`src/rtl/nes_bus_pkg.sv`:
```
// Shared types and register addresses for the NES CPU bus and the sprite DMA sequencer.
//   dma_state_t  - sequencer states (IDLE, HALT, ALIGN, READ, WRITE)
//   REG_OAMDMA   - CPU write address that starts a sprite transfer
//   REG_OAMDATA  - PPU OAM data port, destination of every DMA write
//   idx_width()  - byte-index counter width for a given transfer length (never below 1)
package nes_bus_pkg;

    typedef enum logic [2:0] {
        IDLE,
        HALT,
        ALIGN,
        READ,
        WRITE
    } dma_state_t;

    localparam logic [15:0] REG_OAMDMA  = 16'h4014;
    localparam logic [15:0] REG_OAMDATA = 16'h2004;

    // $clog2(1) is 0, which would give a zero-width counter.
    function automatic int unsigned idx_width(input int unsigned count);
        return (count > 1) ? $clog2(count) : 1;
    endfunction

endpackage

```
`src/rtl/nes_bus_if.sv`:
```
// CPU core / shared bus bundle seen by the sprite DMA controller.
//   master - CPU core and bus side: drives cpu_* and bus_data_in, observes rdy and bus_*
//   slave  - controller side: observes cpu_* and bus_data_in, drives rdy and bus_*
interface nes_bus_if;

    logic [15:0] cpu_address;
    logic [7:0]  cpu_data_out;
    logic        cpu_rw;
    logic [7:0]  bus_data_in;
    logic        rdy;
    logic [15:0] bus_address;
    logic [7:0]  bus_data_out;
    logic        bus_rw;

    modport master (
        output cpu_address, cpu_data_out, cpu_rw, bus_data_in,
        input  rdy, bus_address, bus_data_out, bus_rw
    );

    modport slave (
        input  cpu_address, cpu_data_out, cpu_rw, bus_data_in,
        output rdy, bus_address, bus_data_out, bus_rw
    );

endinterface

```
`src/rtl/cpu_bus_mux.sv`:
```
// Combinational owner select for the shared bus: the CPU core when i_dma_sel is low,
// the DMA sequencer when it is high.
//   i_dma_sel                               - DMA owns the bus
//   i_cpu_address/i_cpu_data/i_cpu_rw       - CPU core outputs
//   i_dma_address/i_dma_data/i_dma_rw       - DMA sequencer outputs
//   o_bus_address/o_bus_data/o_bus_rw       - shared bus drive
module cpu_bus_mux (
    input  logic        i_dma_sel,
    input  logic [15:0] i_cpu_address,
    input  logic [7:0]  i_cpu_data,
    input  logic        i_cpu_rw,
    input  logic [15:0] i_dma_address,
    input  logic [7:0]  i_dma_data,
    input  logic        i_dma_rw,
    output logic [15:0] o_bus_address,
    output logic [7:0]  o_bus_data,
    output logic        o_bus_rw
);

    always_comb begin
        o_bus_address = i_cpu_address;
        o_bus_data    = i_cpu_data;
        o_bus_rw      = i_cpu_rw;
        if (i_dma_sel) begin
            o_bus_address = i_dma_address;
            o_bus_data    = i_dma_data;
            o_bus_rw      = i_dma_rw;
        end
    end

endmodule

```
`src/rtl/oam_dma_controller.sv`:
```
// Sprite DMA sequencer and owner of the shared CPU bus. A CPU write to DMA_TRIGGER_ADDR
// halts the CPU and copies BYTE_COUNT bytes from page {data,8'h00} to OAM_DATA_ADDR,
// alternating read and write CPU cycles. When idle the CPU passes straight through.
//   i_clock       - system clock
//   i_reset_n     - asynchronous active-low reset
//   i_cpu_ce      - one-clock pulse per CPU cycle; all state advances only on it
//   io_bus        - CPU core inputs, bus read data, rdy and shared bus outputs
//   o_dma_active  - controller owns the bus
//   o_dma_done    - one-clock pulse after the last byte is written
module oam_dma_controller
    import nes_bus_pkg::*;
#(
    parameter logic [15:0] DMA_TRIGGER_ADDR = REG_OAMDMA,
    parameter logic [15:0] OAM_DATA_ADDR    = REG_OAMDATA,
    parameter int unsigned BYTE_COUNT       = 256
) (
    input  logic        i_clock,
    input  logic        i_reset_n,
    input  logic        i_cpu_ce,
    nes_bus_if.slave    io_bus,
    output logic        o_dma_active,
    output logic        o_dma_done
);

    localparam int unsigned      IDX_W    = idx_width(BYTE_COUNT);
    localparam logic [IDX_W-1:0] LAST_IDX = IDX_W'(BYTE_COUNT - 1);

    dma_state_t       r_state, w_state_next;
    logic             r_parity;
    logic [7:0]       r_page, w_page_next;
    logic [IDX_W-1:0] r_index, w_index_next;
    logic [7:0]       r_byte, w_byte_next;
    logic             r_dma_done, w_done_next;

    logic             w_trigger;
    logic             w_dma_active;
    logic [15:0]      w_dma_address;
    logic             w_dma_rw;

    assign w_trigger = !io_bus.cpu_rw && (io_bus.cpu_address == DMA_TRIGGER_ADDR);

    always_ff @(posedge i_clock or negedge i_reset_n) begin
        if (!i_reset_n) begin
            r_state    <= IDLE;
            r_parity   <= 1'b0;
            r_page     <= 8'h00;
            r_index    <= '0;
            r_byte     <= 8'h00;
            r_dma_done <= 1'b0;
        end else begin
            r_state    <= w_state_next;
            r_page     <= w_page_next;
            r_index    <= w_index_next;
            r_byte     <= w_byte_next;
            // Not gated by cpu_ce so the done flag lasts exactly one system clock.
            r_dma_done <= w_done_next;
            if (i_cpu_ce) begin
                r_parity <= ~r_parity;
            end
        end
    end

    always_comb begin
        w_state_next  = r_state;
        w_page_next   = r_page;
        w_index_next  = r_index;
        w_byte_next   = r_byte;
        w_done_next   = 1'b0;
        // HALT and ALIGN are dummy reads at whatever address the stalled CPU presents.
        w_dma_address = io_bus.cpu_address;
        w_dma_rw      = 1'b1;

        unique case (r_state)
            IDLE: begin
                if (i_cpu_ce && w_trigger) begin
                    w_page_next  = io_bus.cpu_data_out;
                    w_index_next = '0;
                    w_state_next = HALT;
                end
            end
            HALT: begin
                // Parity is 1 now means the following cycle is a get cycle, so read directly.
                if (i_cpu_ce) begin
                    w_state_next = r_parity ? READ : ALIGN;
                end
            end
            ALIGN: begin
                if (i_cpu_ce) begin
                    w_state_next = READ;
                end
            end
            READ: begin
                w_dma_address = {r_page, 8'(r_index)};
                if (i_cpu_ce) begin
                    w_byte_next  = io_bus.bus_data_in;
                    w_state_next = WRITE;
                end
            end
            WRITE: begin
                w_dma_address = OAM_DATA_ADDR;
                w_dma_rw      = 1'b0;
                if (i_cpu_ce) begin
                    if (r_index == LAST_IDX) begin
                        w_done_next  = 1'b1;
                        w_state_next = IDLE;
                    end else begin
                        w_index_next = r_index + IDX_W'(1);
                        w_state_next = READ;
                    end
                end
            end
            default: begin
                w_state_next = IDLE;
            end
        endcase
    end

    assign w_dma_active = (r_state != IDLE);
    assign o_dma_active = w_dma_active;
    assign o_dma_done   = r_dma_done;
    assign io_bus.rdy   = !w_dma_active;

    cpu_bus_mux u_cpu_bus_mux (
        .i_dma_sel     (w_dma_active),
        .i_cpu_address (io_bus.cpu_address),
        .i_cpu_data    (io_bus.cpu_data_out),
        .i_cpu_rw      (io_bus.cpu_rw),
        .i_dma_address (w_dma_address),
        .i_dma_data    (r_byte),
        .i_dma_rw      (w_dma_rw),
        .o_bus_address (io_bus.bus_address),
        .o_bus_data    (io_bus.bus_data_out),
        .o_bus_rw      (io_bus.bus_rw)
    );

endmodule

```
`src/flat_wrapper.sv`:
```
// flat-port wrapper written by rule: the top's interface ports become plain ports
module oam_dma_controller_flat import nes_bus_pkg::*;
#(
    parameter logic [15:0] DMA_TRIGGER_ADDR = REG_OAMDMA,
    parameter logic [15:0] OAM_DATA_ADDR    = REG_OAMDATA,
    parameter int unsigned BYTE_COUNT       = 256
)
  (i_clock, i_reset_n, i_cpu_ce, o_dma_active, o_dma_done, io_bus_cpu_address, io_bus_cpu_data_out, io_bus_cpu_rw, io_bus_bus_data_in, io_bus_rdy, io_bus_bus_address, io_bus_bus_data_out, io_bus_bus_rw);
  nes_bus_if io_bus_i ();
  input  logic i_clock;
  input  logic i_reset_n;
  input  logic i_cpu_ce;
  output logic o_dma_active;
  output logic o_dma_done;
  input wire logic [$bits(io_bus_i.cpu_address)-1:0] io_bus_cpu_address;
  input wire logic [$bits(io_bus_i.cpu_data_out)-1:0] io_bus_cpu_data_out;
  input wire logic [$bits(io_bus_i.cpu_rw)-1:0] io_bus_cpu_rw;
  input wire logic [$bits(io_bus_i.bus_data_in)-1:0] io_bus_bus_data_in;
  output wire logic [$bits(io_bus_i.rdy)-1:0] io_bus_rdy;
  output wire logic [$bits(io_bus_i.bus_address)-1:0] io_bus_bus_address;
  output wire logic [$bits(io_bus_i.bus_data_out)-1:0] io_bus_bus_data_out;
  output wire logic [$bits(io_bus_i.bus_rw)-1:0] io_bus_bus_rw;
  assign io_bus_i.cpu_address = io_bus_cpu_address;
  assign io_bus_i.cpu_data_out = io_bus_cpu_data_out;
  assign io_bus_i.cpu_rw = io_bus_cpu_rw;
  assign io_bus_i.bus_data_in = io_bus_bus_data_in;
  assign io_bus_rdy = io_bus_i.rdy;
  assign io_bus_bus_address = io_bus_i.bus_address;
  assign io_bus_bus_data_out = io_bus_i.bus_data_out;
  assign io_bus_bus_rw = io_bus_i.bus_rw;
  oam_dma_controller #(.DMA_TRIGGER_ADDR(DMA_TRIGGER_ADDR), .OAM_DATA_ADDR(OAM_DATA_ADDR), .BYTE_COUNT(BYTE_COUNT)) u_core (.i_clock(i_clock), .i_reset_n(i_reset_n), .i_cpu_ce(i_cpu_ce), .io_bus(io_bus_i), .o_dma_active(o_dma_active), .o_dma_done(o_dma_done));
endmodule
```
`config.mk`:
```
export PLATFORM = sky130hd
export DESIGN_NAME = oam_dma_controller_flat
export DESIGN_NICKNAME = d
export VERILOG_FILES = /design/src/rtl/nes_bus_pkg.sv /design/src/rtl/nes_bus_if.sv /design/src/rtl/cpu_bus_mux.sv /design/src/rtl/oam_dma_controller.sv /design/src/flat_wrapper.sv
export SDC_FILE = /design/constraint.sdc
export NUM_CORES = 1
export LEC_CHECK = 0
export ABC_AREA = 0
export CORE_MARGIN = 2
export CORE_UTILIZATION = 30
export CTS_CLUSTER_DIAMETER = 80
export DETAILED_ROUTE_END_ITERATION = 7
export SETUP_SLACK_MARGIN = 0.15
export SYNTH_ARGS = -nofsm -noshare
export SYNTH_HDL_FRONTEND = slang
export SYNTH_SLANG_ARGS = --single-unit
```
`constraint.sdc`:
```
create_clock -name i_clock -period 2.94 [get_ports i_clock]
set_input_delay 0.588 -clock i_clock [delete_from_list [all_inputs] [get_ports i_clock]]
set_output_delay 0.588 -clock i_clock [all_outputs]
set_load 0.005 [all_outputs]
```
-- Word-level counts from Yosys, hierarchy flattened
Index checks and enable logic that the tools add are counted.
- input port bits: 36
- output and inout bits: 28
- flip-flop bits (word level): 29
- word-level logic and storage cells: 51
- bitwise logic cells: 1
- equality and inequality tests: 12
- add/sub/neg operators: 1
- mux-type cells: 20
- reduce and logical (&&, ||, !) cells: 11
- operators by type and width (kind ; number):
    8-bit two-way mux ; 4
    16-bit case mux with 2 select lines ; 1
    16-bit by 15-bit equality test with 1-bit output (second input constant) ; 1
    16-bit two-way mux ; 1
    8-bit case mux with 2 select lines ; 1
    3-bit two-way mux ; 5
    3-bit case mux with 5 select lines ; 1
    2-bit inequality test (second input constant) ; 5
    8-bit by 1-bit adder with 8-bit output (second input constant) ; 1
    8-bit equality test (second input constant) ; 1
    3-bit by 2-bit equality test with 1-bit output (second input constant) ; 2
    1-bit two-way mux ; 6
    5-bit AND reduction ; 1
    2-bit AND reduction ; 2
    4-bit AND reduction ; 1
    3-bit by 1-bit equality test with 1-bit output (second input constant) ; 1
    3-bit equality test (second input constant) ; 1
    3-bit logical NOT ; 1
    3-bit nonzero test ; 1
    1-bit logical AND ; 2
    1-bit logical NOT ; 2
    2-bit two-way mux ; 1
    2-bit by 1-bit inequality test with 1-bit output (second input constant) ; 1
    2-bit nonzero test ; 1
    1-bit inverter ; 1

-- Depth between registers and ports, before layout
Gate-level depths: netlist of the first run.
- depth after elaboration: 5
- gate-level depth with buffers: 7
- gate-level depth less buffers: 5

-- Cells and area by module
From an unflattened synthesis of the first run, not the netlist that was laid out.
- cell total of the unflattened synthesis: 173
- area total of the unflattened synthesis: 1983.2 um2
- by module, submodules not included (module ; cells an instance ; sequential area each (um2) ; times used ; area an instance (um2)):
    oam_dma_controller ; 145 ; 725.7 ; 1 ; 1575.3
    cpu_bus_mux ; 28 ; 0.0 ; 1 ; 407.9

-- Worst setup path after synthesis of the first run
Ideal clock, no wire load.
- kind: reg-to-output
- from: reg u_core.r_state[1]
- to: out io_bus_bus_address[10]
- data required time: 2.352 ns
- path slack: 0.990 ns
- cell stages (with the launch flop): 8
- arrival time: 1.362 ns
- cell sequence: dfrtp_1 > buf_2 > and2_1 > clkbuf_1 > nand2b_1 > buf_2 > o22ai_1 > a21oi_1
- word-level cells in the longest chain between the ends: 3
- RTL lines (element ; line ; text):
    start: declaration ; oam_dma_controller.sv:28 ; dma_state_t r_state, w_state_next;
    start signal: assignment ; oam_dma_controller.sv:51 ; r_state <= w_state_next;
    3-bit equality test or 3-bit by 2-bit equality test with 1-bit output (tied branches) ; oam_dma_controller.sv:73 ; unique case (r_state)
    16-bit case mux with 2 select lines ; oam_dma_controller.sv:73 ;
    16-bit two-way mux (*) ; cpu_bus_mux.sv:24 ; if (i_dma_sel) begin
    end: declaration ; flat_wrapper.sv:20 ; output wire logic [$bits(io_bus_i.bus_address)-1:0] io_bus_bus_address;
Every way passes the cells marked *; elsewhere a longest branch is shown, timed or not.

-- Final worst setup path of the first run
- from: reg u_core.r_state[2]
- to: out io_bus_bus_data_out[2]
- word-level cells in the longest chain between the ends: 2
- RTL lines (element ; line ; text):
    3-bit nonzero test ; oam_dma_controller.sv:118 ; assign w_dma_active = (r_state != IDLE);
    8-bit two-way mux ; cpu_bus_mux.sv:24 ;
    end: declaration ; flat_wrapper.sv:21 ; output wire logic [$bits(io_bus_i.bus_data_out)-1:0] io_bus_bus_data_out;
No other way between the ends.

==> out/results.ini, run 1 <==
[floorplanning]
die_h_um=83.4
start_util_pct=31.4
rows=28
ios=64
fp.dieW_um=83.4
dieArea_um2=6960
design.core.area_um2=6030

[global_routing]
grt_max_degree=30
grt_pass1_wl_um=8980
grt_use_total_pct=16.0
antenna_found_initial=0
grt_pass1_vias=1821
overflow=0

[final_layout]
final_nets=306
drive_above_1_share_pct=14.1
antenna_cells=0
postLayoutCoreUtil_pct=45.2
instances_no_fill=345
final_area_um2=2730
final_cell_mix=63 x clkdlybuf4s50_1, 33 x nand2_1, 27 x dfrtp_1
final_common_cell=clkdlybuf4s50_1
area_growth_pct=44.0

[timing]
tns_ns=0
rsz0062_at_grt=false
skew_ns=0.00882
setup_viol=0
clock.fmax_mhz=370
layout_min_cycle_time_ns=2.70
hold_viol=0
worst_pin_slew_ns=0.751
layout_worst_path_cycle_share_pct=92.0
finalMaxSlewViolations=0
relSlewSlack_pct=49.8

[detailed_routing]
drc=0
wl_um=5480
wl_per_cell_um=15.9
first_iter_violations=96
ant_nets=0
num_vias=1822
via_per_inst=5.28
dr.pass1.iters=4

[worst_setup_path]
path_buf_inv=2
path_delay_family=buffers and inverters
slowest_delay_ns=0.55
worstPathRequired_ns=2.35
crit_path_end_kind=primary output
cp.arrival_ns=2.12
path_cells=nor3_2 > buf_4 > mux2_2 > clkdlybuf4s50_1
crit_slowest_cell=dfrtp_1
critPathMaxFanout=13
crit_type=flip-flop to primary output
cp-start-kind=flip-flop

[clock_tree]
cts_tree=built
h-tree-depth=2
cts_setup_buffers=0
clock_latency_ns=0.29
path_clk_slew_ns=0.07
cts-buffers-inserted=5
holdBufCountCts=0
clock_path_buffers=2
cts_sinks=29
cts_root_buffer=clkbuf_8

[synth]
synth_largest_area_cell=dfrtp_1
synth_ff_type=dfrtp_1
ys_types=43
syn_nets=244
ys_seq_area_share_pct=38.3
synth_cells=207
synth.top_cell.area_share_pct=38.3
yosys-top-cells-area=dfrtp_1 38%, mux2_1 10%, nand2_1 6.5%, o22ai_1 5.6%, mux2_2 5.4%
synth_edf_count=0
avgSynthCellArea_um2=9.15
async_flop_share_pct=100
yosys_warnings=0
ys_seq_elements=29
syn_area_um2=1890

[power_and_ir_drop]
ir_worst_vdd_uv=508
switching_share_pct=35.7
powerDensity_nw_per_um2=892
p_comb_share_pct=53.8
power_leakage_uw=0.00109
p_int_uw=1560
p_switching_uw=869
clkPwrFrac_pct=18.2
seqPwrFrac_pct=28.0

[placement]
place_area_um2=2590
dp.cells=337
gp_congestion=0.813
portBuffers=63
dp_hpwl_um=4010

[status]
outcome=finished, final reports clean

[job]
max_cap_violations=0

[min_path]
hold_class=flip-flop to flip-flop

-- worst reg2reg max path, stage by stage (launching register included) --
cell and delay [ns]:
dfrtp_1 0.63, buf_4 0.30, nor3b_1 0.65, o21ai_0 0.21
a22oi_1 0.18
-- cell families (layout without fill, tap and decap cells) --
group | count (synthesis) | in the layout | share of synthesized area, %
buffers and inverters | 18 | 81 | 4.76
multiplexers | 26 | 26 | 15.5
adder cells (fa/ha/maj) | 1 | 1 | 0.661
flip-flops | 29 | 29 | 38.3
AO/OA/AOI/OAI | 62 | 62 | 20.2
XOR/XNOR | 1 | 1 | 0.463
AND/OR/NAND/NOR | 70 | 70 | 20.2
-- worst paths after layout --
kind | startpoint | to | slack, ns | cells past startpoint
max in group asynchronous | i_reset_n | u_core.r_state[0] | 1.94 | 2
setup / recovery | u_core.r_state[2] | io_bus_bus_data_out[2] | 0.24 | 4
hold reg to reg | u_core.r_parity | u_core.r_parity | 0.48 | 1
hold / removal | u_core.r_parity | u_core.r_parity | 0.48 | 1
min in group asynchronous | i_reset_n | u_core.r_byte[7] | 0.69 | 2
setup reg to reg | u_core.r_state[2] | u_core.r_index[4] | 0.90 | 4
-- Yosys cell counts (all sizes together), types with 2 or more instances --
cell	number
nand2	33
dfrtp	29
mux2	26
a21oi	19
o22ai	17
buf	9
o21ai	9
nor2	8
clkbuf	7
a22oi	4
a31oi	4
nand3	4
nand2b	3
nand4	3
nor4b	3
o211ai	3
or3	3
inv	2
nor3	2
nor3b	2
nor4	2
o31ai	2
o32a	2
-- power by group through the flow --
| stage | combinational [µW] | clock (µW) | sequential (µW) |
|---|---|---|---|
| after floorplan | 718 | 0 | 585 |
| after detailed placement | 1290 | 0 | 681 |
| after global routing | 1430 | 469 | 705 |
| final | 1310 | 443 | 681 |
| after CTS | 1310 | 449 | 674 |
| after global placement | 1290 | 0 | 681 |
-- what timing repair did --
action | 4_1_cts | 5_1_grt
setup endpoints to repair | 14 | 21
resized for setup | 1 | 5
cloned | 0 | 0
-- final cells by class --
class,instances,area (µm²)
clock inverter,1,30.0
multi-input combinational,160,1090
timing repair buffer,71,691
inverter,2,7.51
fill,584,3300
clock buffer,7,86.3
tap,75,93.8
sequential,29,728
-- routing by layer --
layer / global-route usage [%] / share of wire [%]
met1: 20.7 / 46
met2: 25.4 / 45
met3: 5.77 / 7.8
met4: 3.96 / 1.0
met5: 0 / 0
-- stage by stage --
stage,power (µW),hold WS [ns],setup slack [ns]
after floorplan,1300,0.292,0.990
after global placement,1970,0.470,0.329
after detailed placement,1970,0.477,0.351
after CTS,2430,0.490,0.174
after global routing,2600,0.513,0.150
final,2430,0.485,0.236
-- flip-flops by register name, summed over array words and instances, names as in the netlist --
name and flops:
u_core.r_state 3, u_core.o_dma_done 1, u_core.r_page 8, u_core.r_index 8, u_core.r_parity 1, u_core.r_byte 8
(Power assumes the default switching activity.)
==> run 2, diff against run 1 <==
--- a/config.mk
+++ b/config.mk
@@ -5,7 +5,7 @@
 export SDC_FILE = /design/constraint.sdc
 export NUM_CORES = 1
 export LEC_CHECK = 0
-export ABC_AREA = 0
+export ABC_AREA = 1
 export CORE_MARGIN = 2
 export CORE_UTILIZATION = 30
 export CTS_CLUSTER_DIAMETER = 80
==> constraint.sdc (replaced) <==
create_clock -name i_clock -period 3.36 [get_ports i_clock]
set_input_delay 0.336 -clock i_clock [delete_from_list [all_inputs] [get_ports i_clock]]
set_output_delay 0.336 -clock i_clock [all_outputs]
set_load 0.005 [all_outputs]
==> out/results.ini, run 2 <==
[status]
outcome=finished, final reports clean

[synth]
avgSynthCellArea_um2=7.17
async_flop_share_pct=100
ys_types=22
ys_seq_elements=29
ys_seq_area_share_pct=41.5
synth_ff_type=dfrtp_1
synth.top_cell.area_share_pct=41.5
synthMuxAreaShare_pct=5.15
synth_top_cells_by_count=87 x nand2_1, 29 x dfrtp_1, 27 x o21ai_0, 25 x nand3_1, 23 x inv_1
yosys-top-cells-area=dfrtp_1 41%, nand2_1 19%, o21ai_0 7.7%, nand3_1 7.1%, mux2_2 5.1%
syn_nets=281
synth_edf_count=0
synthSimpleGateAreaFrac_pct=33.8
yosys_warnings=0
synth-xor-area-share_pct=2.00
synth_cells=244
syn_area_um2=1750
synth_top_family_by_area=simple AND/OR/NAND/NOR gates
synth.most_common_cell=nand2_1
synth_fa_ha_area_share_pct=0.715
synth_largest_area_cell=dfrtp_1
synth_compound_area_share_pct=8.72

[clock_tree]
cts_setup_buffers=0
clock_latency_ns=0.28
cts.repair.resized=0
holdBufCountCts=0
cts-buffers-inserted=5
h-tree-depth=2
path_clk_slew_ns=0.06
clock_path_buffers=2
cts_sinks=29
cts_root_buffer=clkbuf_8
cts_tree=built

[placement]
place_ws_ns=1.10
dp_hpwl_um=3500
gp_congestion=0.867
portBuffers=63

[worst_setup_path]
crit_end=io_bus_bus_address[13]
crit_type=flip-flop to primary output
cp-start-kind=flip-flop
critPathMaxFanout=23
worstPathRequired_ns=3.02
ff2ff_path_depth=8
cp.arrival_ns=2.16
crit_path_start=u_core.r_state[0]
crit_path_end_kind=primary output
worstReg2RegEnd=u_core.r_index[5]
r2r-start=u_core.r_state[0]
regToRegSetupSlack_ns=1.21

[timing]
finalMaxSlewViolations=0
worst_pin_slew_ns=0.705
layout_worst_path_cycle_share_pct=74.3
clock.fmax_mhz=401
tns_ns=0
hold_viol=0
timing.final.ws_setup_ns=0.865
layout_min_cycle_time_ns=2.50
rsz0062_at_grt=false
setup_viol=0
skew_ns=0.00939
relSlewSlack_pct=52.9

[final_layout]
drive_above_1_share_pct=7.52
antenna_cells=0
final_cell_mix=87 x nand2_1, 63 x clkdlybuf4s50_1, 29 x dfrtp_1
layout.area.seq_um2=726
multi_input_area_um2=882
area_growth_pct=43.5
reg_top3=u_core.r_byte (8), u_core.r_index (8), u_core.r_page (8)
final_nets=342
nFillCells=593
final_common_cell=nand2_1

[detailed_routing]
wl_um=4580
via_per_inst=4.57
dr.pass1.iters=4
num_vias=1726
drc=0
wl_per_cell_um=12.1
ant_nets=0
first_iter_violations=94

[min_path]
hold_class=primary input to asynchronous set/reset pin

[floorplanning]
ios=64
design.core.area_um2=5570
die_h_um=80.4
fp.dieW_um=80.4
dieArea_um2=6460
start_util_pct=31.4
rows=27

[power_and_ir_drop]
powerDensity_nw_per_um2=622
power_leakage_uw=0.00119
ir_worst_vdd_uv=266

[global_routing]
grt_max_degree=30
grt_pass1_vias=1573
overflow=0
antenna_found_initial=0
grt_use_total_pct=15.3
grt_pass1_wl_um=7530

[job]
max_cap_violations=0

[run 2: cell types whose count changed in the layout (fill, tap and decap cells not counted), moves of 6 or more]
cell     change
mux2_1      -17
a21oi_1     -17
inv_1       +21
nor2_1      +11
nand2_1     +54
o22ai_1     -17
nand3_1     +22
o21ai_0     +21
buf_4        -6
[run 2: final cells by class]
type | instances | share of cell area [%]
Sequential cell | 29 | 28.9
Timing Repair Buffer | 65 | 25.7
Clock buffer | 6 | 2.89
Inverter | 23 | 3.44
Multi-Input combinational cell | 181 | 35.1
Clock inverter | 2 | 0.398
Tap cell | 72 | 3.59
[run 2: worst max-delay path, cell delays in order, from the launching register on]
cell and delay (ns):
dfrtp_1 0.42, nor2_2 0.21, nand2_1 0.46, o211ai_1 0.26, clkdlybuf4s50_1 0.53
[run 2: how the worst min path moves through the flow]
| stage | from | to | cells past startpoint |
|---|---|---|---|
| detailed placement | u_core.r_parity | u_core.r_parity | 1 |
| global route | i_reset_n | u_core.r_page[6] | 2 |
| global placement | u_core.r_parity | u_core.r_parity | 1 |
| floorplan | i_reset_n | u_core.o_dma_done | 0 |
| CTS | i_reset_n | u_core.r_index[0] | 2 |
| finish | i_reset_n | u_core.r_index[0] | 2 |
[run 2: metal layers]
metal	up-vias	track usage [%]	share of wire, %
met5	-	0	0
met4	0	5.42	1.7
met3	4	3.15	5.7
met2	42	24.2	46
met1	785	20.7	47
li1	895	-	-
[run 2: cell families (layout without fill, tap and decap cells)]
logic type / Yosys count / after routing
buffers and inverters: 34 / 96
DFF: 29 / 29
adders and majority gates: 1 / 1
xor gates and xnor gates: 4 / 4
AOI/OAI and AO/OA: 30 / 30
and+or+nand+nor: 138 / 138
muxes: 8 / 8
[run 2: stage by stage]
step	util, %	hold WS, ns	cell area, µm²	total power [µW]	std cells
floorplan	-	0.0404	1750	877	244
global placement	43.6	0.451	2430	1300	370
detailed placement	43.6	0.464	2430	1310	370
CTS	45.1	0.447	2510	1580	378
global route	45.1	0.496	2510	1700	378
finish	45.1	0.436	2510	1560	378
[run 2: report_power, final]
| part | leakage [µW] | total, µW | switching (µW) | internal (µW) |
|---|---|---|---|---|
| combinational | 0.000768 | 789 | 347 | 442 |
| clock | 0.0000450 | 273 | 130 | 143 |
| sequential | 0.000381 | 500 | 66.1 | 434 |
| total | 0.00119 | 1560 | 543 | 1020 |
